**src/rtl/sle_pkg.sv**
```systemverilog
// Shared types for the sle bank loader: command opcodes and controller states.
package sle_pkg;

    typedef enum logic [1:0] {
        OP_WRITE = 2'b00,
        OP_SCLR  = 2'b01,
        OP_SSET  = 2'b10,
        OP_SHIFT = 2'b11
    } sle_op_e;

    typedef enum logic [2:0] {
        ST_RST_REL,
        ST_IDLE,
        ST_EXEC,
        ST_SHIFT,
        ST_CHECK
    } sle_ldr_state_e;

endpackage

```
**src/rtl/sle_bank_loader.sv**
```systemverilog
// Command-driven controller for a bank of sle elements: parallel write, sync clear/set,
// MSB-first serial shift-in, and a readback check one cycle after each operation.
module sle_bank_loader
    import sle_pkg::*;
#(
    parameter int WIDTH = 8
) (
    input  logic             clk,
    input  logic             rst,
    input  logic             cmd_valid,
    output logic             cmd_ready,
    input  logic [1:0]       cmd_op,
    input  logic [WIDTH-1:0] cmd_data,
    output logic [WIDTH-1:0] sle_d,
    output logic [WIDTH-1:0] sle_en,
    output logic             sle_sln,
    output logic             sle_sd,
    output logic             sle_lat,
    output logic             sle_aln,
    output logic             sle_adn,
    input  logic [WIDTH-1:0] sle_q,
    output logic             done,
    output logic             err,
    input  logic             err_clr
);

    localparam int K_W = $clog2(WIDTH);
    localparam logic [K_W-1:0] K_LAST = K_W'(WIDTH - 1);

    sle_ldr_state_e   state, state_n;
    sle_op_e          op_q;
    logic [WIDTH-1:0] data_q;
    logic [WIDTH-1:0] exp_q;
    logic [K_W-1:0]   k;
    logic             aln_q;
    logic             accept;

    assign cmd_ready = (state == ST_IDLE);
    assign accept    = cmd_valid & cmd_ready;
    assign done      = (state == ST_CHECK);
    assign sle_lat   = 1'b0;
    assign sle_adn   = 1'b1;
    assign sle_aln   = aln_q;

    // NOTE: sequential state uses non-blocking assignments so every register samples pre-edge values.
    always_ff @(posedge clk or posedge rst) begin
        if (rst) begin
            state  <= ST_RST_REL;
            op_q   <= OP_WRITE;
            data_q <= '0;
            exp_q  <= '0;
            k      <= '0;
            err    <= 1'b0;
            aln_q  <= 1'b0;
        end else begin
            state <= state_n;
            aln_q <= 1'b1;
            if (accept) begin
                op_q   <= sle_op_e'(cmd_op);
                data_q <= cmd_data;
                case (sle_op_e'(cmd_op))
                    OP_SCLR: exp_q <= '0;
                    OP_SSET: exp_q <= '1;
                    default: exp_q <= cmd_data;
                endcase
            end
            if (state == ST_SHIFT) begin
                k <= (k == K_LAST) ? '0 : k + 1'b1;
            end
            // A mismatch in CHECK takes priority over a coincident clear.
            if (state == ST_CHECK && sle_q != exp_q) begin
                err <= 1'b1;
            end else if (err_clr) begin
                err <= 1'b0;
            end
        end
    end

    // NOTE: every combinational output gets a default first so no path leaves a latch behind.
    always_comb begin
        state_n = state;
        sle_en  = '0;
        sle_d   = '0;
        sle_sln = 1'b1;
        sle_sd  = 1'b0;
        case (state)
            ST_RST_REL: state_n = ST_IDLE;
            ST_IDLE: begin
                if (accept) begin
                    state_n = (sle_op_e'(cmd_op) == OP_SHIFT) ? ST_SHIFT : ST_EXEC;
                end
            end
            ST_EXEC: begin
                state_n = ST_CHECK;
                sle_en  = '1;
                case (op_q)
                    OP_SCLR: sle_sln = 1'b0;
                    OP_SSET: begin
                        sle_sln = 1'b0;
                        sle_sd  = 1'b1;
                    end
                    default: sle_d = data_q;
                endcase
            end
            ST_SHIFT: begin
                if (k == K_LAST) begin
                    state_n = ST_CHECK;
                end
                sle_en = '1;
                // Bank shifts toward the MSB; the next data bit enters at element 0.
                sle_d  = {sle_q[WIDTH-2:0], data_q[K_LAST - k]};
            end
            ST_CHECK: state_n = ST_IDLE;
            default:  state_n = ST_RST_REL;
        endcase
    end

endmodule
```
**config.mk**
```make
export PLATFORM = sky130hd
export DESIGN_NAME = sle_bank_loader
export DESIGN_NICKNAME = d
export VERILOG_FILES = /design/src/rtl/sle_pkg.sv /design/src/rtl/sle_bank_loader.sv
export SDC_FILE = /design/constraint.sdc
export NUM_CORES = 1
export LEC_CHECK = 0
export ABC_CLOCK_PERIOD_IN_PS = 2610
export CORE_UTILIZATION = 35
export DETAILED_ROUTE_END_ITERATION = 10
export GPL_TIMING_DRIVEN = 1
export PLACE_DENSITY = 0.6
export SYNTH_ARGS = -nofsm -noshare
export SYNTH_HDL_FRONTEND = slang
export SYNTH_SLANG_ARGS = --single-unit
```
**constraint.sdc**
```tcl
create_clock -name clk -period 2.61 [get_ports clk]
set_input_delay 0.3915 -clock clk [delete_from_list [all_inputs] [get_ports clk]]
set_output_delay 0.3915 -clock clk [all_outputs]
set_load 0.005 [all_outputs]
```
# Yosys cells after proc, flatten, opt, wreduce, memory -nomap -nowiden
# Index checks and enable logic that the tools add are counted.
# W data, S select, Z words.
word_totals:
  register_bits: 26
  latchBits: 0
  mem_bits_rw: 0
  romBits: 0
  out_inout_bits: 24
  elab_cells: 48
  memories: 0
op_classes:
  n_addsub: 2
  multipliers: 0
  div: 0
  n_lt_le_gt_ge: 1
  eq_ne: 13
  shifts: 0
  mux: 17
  bitwise: 1
  n_reduce_logical: 7
ops:
  columns: ["operator", "count"]
  rows:
  - ["$pmux W8 S2", 2]
  - ["$mux W8", 2]
  - ["$pmux W3 S4", 1]
  - ["$mux W3", 3]
  - ["$mux W1", 8]
  - ["$ne A8 B8 Y1", 1]
  - ["$eq A2 B2 Y1 const B", 3]
  - ["$eq A3 B2 Y1 const B", 2]
  - ["$eq A3 B3 Y1 const B", 2]
  - ["$reduce_or A2 Y1", 3]
  - ["$eq A2 B1 Y1 const B", 2]
  - ["$lt A3 B4 Y1 const B", 1]
  - ["$ne A2 B1 Y1 const B", 2]
  - ["$add A3 B1 Y3 const B", 1]
  - ["$bmux W1 S3", 1]
  - ["$eq A3 B1 Y1 const B", 1]
  - ["$logic_not A3 Y1", 1]
  - ["$sub A3 B3 Y3 const A", 1]
  - ["$reduce_and A2 Y1", 1]
  - ["$reduce_bool A2 Y1", 1]
  - ["$and A1 B1 Y1", 1]
  - ["$logic_and A1 B1 Y1", 1]

# Logic depth before layout (Yosys ltp)
# Gate-level depths: netlist (run 1).
logic_depth:
  depth_word: 4
  ltp_mapped: 7
  mapped_depth_nobuf: 5

# Worst setup path before layout (run 1)
# OpenSTA, ideal clock, no wires.
synth_timing:
  path_type: "register to output"
  from: "register state[2]"
  to: "output sle_d[0]"
  arrival_ns: 1.366
  slack_ns: 0.853
  stages_incl_launch_ff: 7
  n_path_buf: 1
  path_cell_list: "dfrtp_1 > nand2b_1 > inv_1 > and2_1 > buf_2 > o311ai_0 > o21ai_0"
synth_between:
  elab_chain_cells: 2
  elab_cells_between_ends: 3
  classes_between: "eq/ne (2); mux (1)"
synth_lines:
  columns: ["element", "line_no", "text"]
  rows:
  - ["start, declared", "sle_bank_loader.sv:30", "sle_ldr_state_e state, state_n;"]
  - ["start signal, assigned", "sle_bank_loader.sv:56", "state <= state_n;"]
  - ["$eq A3 B2 Y1", "sle_bank_loader.sv:86", "case (state)"]
  - ["$pmux W8 S2 *", "sle_bank_loader.sv:86", null]
  - ["end, declared", "sle_bank_loader.sv:14", "output logic [WIDTH-1:0] sle_d,"]
# Every way passes the cells marked *; elsewhere a longest branch is shown, timed or not.

# Worst setup path in the final report (run 1)
layout_timing:
  from: "register state[2]"
  to: "output sle_d[7]"
# The elaborated chain is that of the path after synthesis.

==> metrics.txt, run 1 <==
worst slew pin tran 0.689 ns; total grt overflow 0; GRT Total Usage between 10% and 20%; Port Buffers 43; critical path launch point type flop; Final Wtd Congestion about 0.8; fraction of registers with async set/reset between 90% and 100%; DR DRC count 0; hpwl dp about 2.5 mm; clk buf depth 2; initial drt markers 47; HP Class primary input to asynchronous set/reset pin; DP Area roughly 1900 um^2; Non-Filler Cell Area, Final between 1500 and 2000 um^2; die width 67.3 um; cell area after synthesis 1490 um^2; post-route ant nets 0; worst endpoint required time around 2.2 ns; clk slew on worst S/H paths roughly 0.1 ns; via count ~1100; top post-synthesis cells by area dfrtp_1 44%, mux2_2 6.8%, buf_4 5.5%; Worst slew margin a little over half; Layout area overhead 29.2%; largest fanout on the critical path 7; number of hold violations in the final report 0; EDFF count, synth 0; Peak Freq 413 MHz; Clk Latency, worst-skew pair between 0.2 and 0.3 ns; number of diodes 0; crit-path cells nand2b_1, nor2_1, and2_2, a22o_1, clkdlybuf4s50_1; maximum VDD drop approximately 0.00034 V; Yosys cell types 35; wirelength, routed about 3.5 mm; Die H just under 70 um; FP Rows 23; Yosys top cell by area dfrtp_1; WL/cell 15.3 um; Power, Total roughly 2100 uW; share of the synthesized area in the top cell type 43.6%; slowest cell delay on critical path about 0.50 ns; layout cells sized above 1 14.8%; pins over their slew limit 0; worst setup path class flop to output port; vias in the first global route 1167; setup TNS 0 ns; Final setup viols 0; largest net degree at the start of global routing 29; clock skew 0.00737 ns; yosys warns 0; Cells after Synth approximately 140; core box area 4060 um^2; fin crit period roughly 2.4 ns; maxcap violations 0; antenna violations before repair 0; Max H-tree Level 1; Worst setup EP type output port; sequential cell area fraction in the yosys report 43.6%; critical path arrival around 2.0 ns; top_reg_cell synth dfrtp_1; RSZ-0062 raised after global routing false; initial core utilization between 30% and 40%; Period Utilization, post-route between 90 and 100%; Slowest cell on crit path clkdlybuf4s50_1; syn_area_per_cell ~11 um^2; Final nets between 200 and 250; run status completed; clock sinks 26; TritonCTS clock tree yes; DIE AREA 4530 um^2; power per cell area around 1100 nW/um^2; drt pass-1 iters 4; cts bufs inserted 3; number of synthesized register bits 26; first-pass GRT wire length 5.73 mm; # IOs 46; via/cell ratio 4.91; CTS root buffer clkbuf_8; leakage power about 0.00080 uW
layout by cell type (no fill, tap or decap), drive strengths merged, types with 5 or more instances in the layout:
| cell | netlist | layout |
|---|---|---|
| clkdlybuf4s50 | 0 | 43 |
| a22o | 7 | 7 |
| mux2 | 10 | 10 |
| o21ai | 5 | 5 |
| ha | 5 | 5 |
| inv | 6 | 6 |
| nor2 | 9 | 9 |
| nand2 | 7 | 7 |
| a21oi | 17 | 17 |
| dfrtp | 26 | 26 |
| xnor2 | 8 | 8 |
cell usage after synthesis, types with 2 or more instances:
cell	count
nand4_1	2
dfrtp_1	26
nor2_1	9
nand2_1	7
and2_1	3
o21ai_0	5
xnor2_1	8
conb_1	2
a21oi_2	4
buf_4	11
inv_1	6
a22o_1	7
buf_1	2
mux2_2	9
buf_12	2
a21oi_1	13
nor2b_1	3
ha_1	5
a21o_1	2
stage by stage:
stage               cells  hold slack, ns  setup slack [ns]  utilization [%]
floorplan             143           0.432             0.853                -
global placement      221           0.501             0.211             46.0
detailed placement    221           0.512             0.214             46.0
CTS                   225           0.481            0.0629             47.4
global route          226           0.499            0.0366             47.6
finish                226           0.467             0.191             47.6
layout make-up:
type | instances | area, um^2
clock buffers | 4 | 55.1
fillers | 386 | 2130
inverters | 6 | 22.5
multi-input cells | 94 | 687
flip-flops and latches | 26 | 651
well taps | 50 | 62.6
repair buffers | 46 | 453
cell families after synthesis:
group	count (synthesis)	share of synthesized area, %
AOI/OAI and AO/OA	34	15.0
and+or+nand+nor	32	11.3
DFF	26	43.6
buffers and inverters	23	10.8
muxes	12	9.97
xor gates and xnor gates	8	4.69
adders and majority gates	5	4.19
other	2	0.503
worst paths after layout:
path	startpoint	end	slack, ns	cells past startpoint
max reg2reg	state[0]	data_q[1]	1.03	3
min in group clk	op_q[1]	op_q[1]	0.53	1
max in group asynchronous	rst	data_q[2]	1.88	3
min	rst	state[0]	0.47	3
min reg2reg	op_q[1]	op_q[1]	0.53	1
max	state[2]	sle_d[7]	0.19	5
worst max-delay path: cells and delay by family, from the launching register on:
family	cells	cell delay, ns
AOI/OAI and AO/OA	1	0.17
buffers and inverters	1	0.50
DFF	1	0.42
and+or+nand+nor	3	0.67
layer usage:
metal | up-vias | wire (um) | track usage [%]
li1 | 544 | - | -
met1 | 528 | 1610 | 22.9
met2 | 33 | 1660 | 29.0
met3 | 5 | 139 | 2.87
met4 | 0 | 48 | 6.38
met5 | - | 0 | 0
state kept, by name (all words and copies together) (netlist names):
signal and cells:
sle_aln 1, data_q 8, k 3, state 3
exp_q 8, op_q 2, err 1
repair_timing:
action                                 in CTS  in global routing
buffers inserted                            0                  1
hold buffers                                0                  0
endpoints found under the hold margin       0                  0
gates resized for setup                     0                  2
setup endpoints to repair                   0                  8
report_power, final:
group          internal (uW)  leakage (uW)  total, uW  switching, uW
Combinational            618      0.000463       1020            406
Clock                    135     0.0000288        274            138
Sequential               595      0.000310        775            180
No activity file was read; power rests on OpenSTA's default activity.
==> run 2, diff against run 1 <==
--- a/config.mk
+++ b/config.mk
@@ -9,6 +9,7 @@
 export CORE_UTILIZATION = 35
 export DETAILED_ROUTE_END_ITERATION = 10
 export GPL_TIMING_DRIVEN = 1
+export HOLD_SLACK_MARGIN = 0.05
 export PLACE_DENSITY = 0.6
 export SYNTH_ARGS = -nofsm -noshare
 export SYNTH_HDL_FRONTEND = slang
==> results of run 2 <==
Same layout as run 1: the final DEF is identical, and so are final timing and power.
==> run 3, diff against run 2 <==
--- a/config.mk
+++ b/config.mk
@@ -5,8 +5,9 @@
 export SDC_FILE = /design/constraint.sdc
 export NUM_CORES = 1
 export LEC_CHECK = 0
-export ABC_CLOCK_PERIOD_IN_PS = 2610
+export ABC_CLOCK_PERIOD_IN_PS = 2300
 export CORE_UTILIZATION = 35
+export CTS_CLUSTER_DIAMETER = 100
 export DETAILED_ROUTE_END_ITERATION = 10
 export GPL_TIMING_DRIVEN = 1
 export HOLD_SLACK_MARGIN = 0.05
==> constraint.sdc (replaced) <==
create_clock -name clk -period 2.3 [get_ports clk]
set_input_delay 0.345 -clock clk [delete_from_list [all_inputs] [get_ports clk]]
set_output_delay 0.345 -clock clk [all_outputs]
set_load 0.005 [all_outputs]
==> metrics.txt, run 3 (same netlist as run 1, synthesis figures left out) <==
drt pass-1 iters 4 (unchanged); Worst slew margin 55.5% (was 54.0%); commonest cells after routing, fill and taps aside 39 x clkdlybuf4s50_1, 25 x dfrtp_1, 13 x a21oi_1 (was 43 x clkdlybuf4s50_1, 26 x dfrtp_1, 13 x a21oi_1); leakage power 0.000892 uW (was 0.000802 uW); commonest non-fill, non-tap cell in the layout clkdlybuf4s50_1 (unchanged); cts hold-fix bufs 0 (unchanged); flop2flop setup slack 0.69 ns (was 1.03 ns); biggest regs data_q x8, exp_q x8 (unchanged); RR Startpoint state[0] (unchanged); dpl ws 0.169 ns (was 0.214 ns); number of diodes 0 (unchanged); Layout area overhead 33.2% (was 29.2%); R2R depth 3 (unchanged); clk buf depth 2 (unchanged); critical path arrival 1.85 ns (was 2.03 ns); Worst setup EP type output port (unchanged); worst slew pin tran 0.667 ns (was 0.689 ns); worst setup path endpoint sle_d[2] (was sle_d[7]); via count 1119 (was 1110); hpwl dp 2.56 mm (was 2.53 mm); number of hold violations in the final report 0 (unchanged); CTS root buffer clkbuf_8 (unchanged); Final nets 206 (was 204); # IOs 46 (unchanged); power per cell area 1240 nW/um^2 (was 1070 nW/um^2); largest net degree at the start of global routing 29 (unchanged); final worst setup slack 0.101 ns (was 0.191 ns); cts bufs inserted 3 (unchanged); DR DRC count 0 (unchanged); critical path launch point type flop (unchanged); worst endpoint required time 1.96 ns (was 2.22 ns); maximum VDD drop 0.000469 V (was 0.000342 V); largest fanout on the critical path 6 (was 7); Die H 67.3 um (unchanged); initial core utilization 36.8% (unchanged); R2R Path End data_q[1] (unchanged); DIE AREA 4530 um^2 (unchanged); clock skew 0.00155 ns (was 0.00737 ns); clock sinks 26 (unchanged); fin crit period 2.20 ns; Clk Latency, worst-skew pair 0.27 ns (was 0.28 ns); total grt overflow 0 (unchanged); Final setup viols 0 (unchanged); wirelength, routed 3.39 mm (was 3.46 mm); Max H-tree Level 1 (unchanged); Switching Fraction 33.6% (was 34.9%); Clk pwr share 15.5% (was 13.2%); die width 67.3 um (unchanged); vias in the first global route 1184 (was 1167); first-pass GRT wire length 5.59 mm (was 5.73 mm); Period Utilization, post-route between 90% and 100%; WL/cell 14.9 um (was 15.3 um); post-route ant nets 0 (unchanged); Peak Freq roughly 450 MHz; via/cell ratio 4.91 (about the same); FP Rows 23 (unchanged); run status completed (unchanged); Port Buffers 43 (unchanged); HP Class primary input to asynchronous set/reset pin (unchanged); Reg power frac 35.6% (was 37.4%); layout cells sized above 1 17.4% (was 14.8%); fin util 49.1% (was 47.6%); maxcap violations 0 (unchanged); initial drt markers 43 (was 47); GRT Total Usage 16.7% (was 17.5%); antenna violations before repair 0 (unchanged); setup TNS 0 ns (unchanged); Pint 1640 uW (was 1350 uW); TritonCTS clock tree yes (unchanged); core box area 4060 um^2 (unchanged); Comb power frac 48.8% (was 49.4%); Final Wtd Congestion 0.770 (was 0.793); pins over their slew limit 0 (unchanged); Worst Setup SP state[2] (unchanged); RSZ-0062 raised after global routing false (unchanged); clk slew on worst S/H paths 0.09 ns (was 0.10 ns); NetSw 828 uW (was 724 uW); worst setup path class flop to output port (unchanged)
==> run 3: stage by stage <==
stage | power, uW | cells | instance area (um^2) | hold WS, ns
after detailed placement | 2060 | 223 | 1880 | 0.505
after global placement | 2020 | 223 | 1880 | 0.501
after CTS | 2480 | 228 | 1970 | 0.454
after global routing | 2660 | 228 | 1990 | 0.477
after floorplan | 1670 | 143 | 1500 | 0.385
final | 2470 | 228 | 1990 | 0.434
==> run 3: worst max-delay path, cell delays in order, from the launching register on <==
cell and delay (ns):
dfrtp_1 0.42, nand2b_4 0.16, inv_1 0.07, and2_4 0.17
buf_6 0.12, a22o_1 0.14, clkdlybuf4s50_1 0.49
==> run 3: metal layers <==
| metal | global-route usage (%) | wire length [um] | vias to the layer above |
|---|---|---|---|
| met4 | 4.79 | 32 | 0 |
| met2 | 27.3 | 1710 | 36 |
| li1 | - | - | 547 |
| met5 | 0 | 0 | - |
| met1 | 22.6 | 1500 | 532 |
| met3 | 2.70 | 151 | 4 |
==> run 3: what timing repair did <==
action | CTS | global route
setup endpoints to repair | 8 | 8
resized for setup | 5 | 7
hold endpoints to repair | 0 | 0
pin swaps | 0 | 1
buffers inserted | 1 | 0
==> run 3: power groups by stage <==
stage / Combinational, uW / Sequential, uW / Clock (uW)
6_report: 1200 / 879 / 383
3_3_place_gp: 1140 / 882 / 0
3_5_place_dp: 1170 / 890 / 0
5_1_grt: 1350 / 910 / 409
2_1_floorplan: 848 / 821 / 0
4_1_cts: 1210 / 873 / 390
==> run 3: worst min path at each step <==
stage / startpoint / endpoint / cells past startpoint
after floorplan: rst / data_q[0] / 1
after global placement: op_q[1] / op_q[1] / 1
after detailed placement: op_q[1] / op_q[1] / 1
after CTS: rst / op_q[0] / 3
after global routing: rst / op_q[1] / 3
final: rst / op_q[0] / 3
==> run 3: layout make-up <==
cell class | count | area, um^2
Clock buffer | 3 | 41.3
Tap cell | 50 | 62.6
Timing Repair Buffer | 48 | 482
Clock inverter | 1 | 30.0
Sequential cell | 26 | 652
Inverter | 6 | 22.5
Fill cell | 375 | 2070
Multi-Input combinational cell | 94 | 701
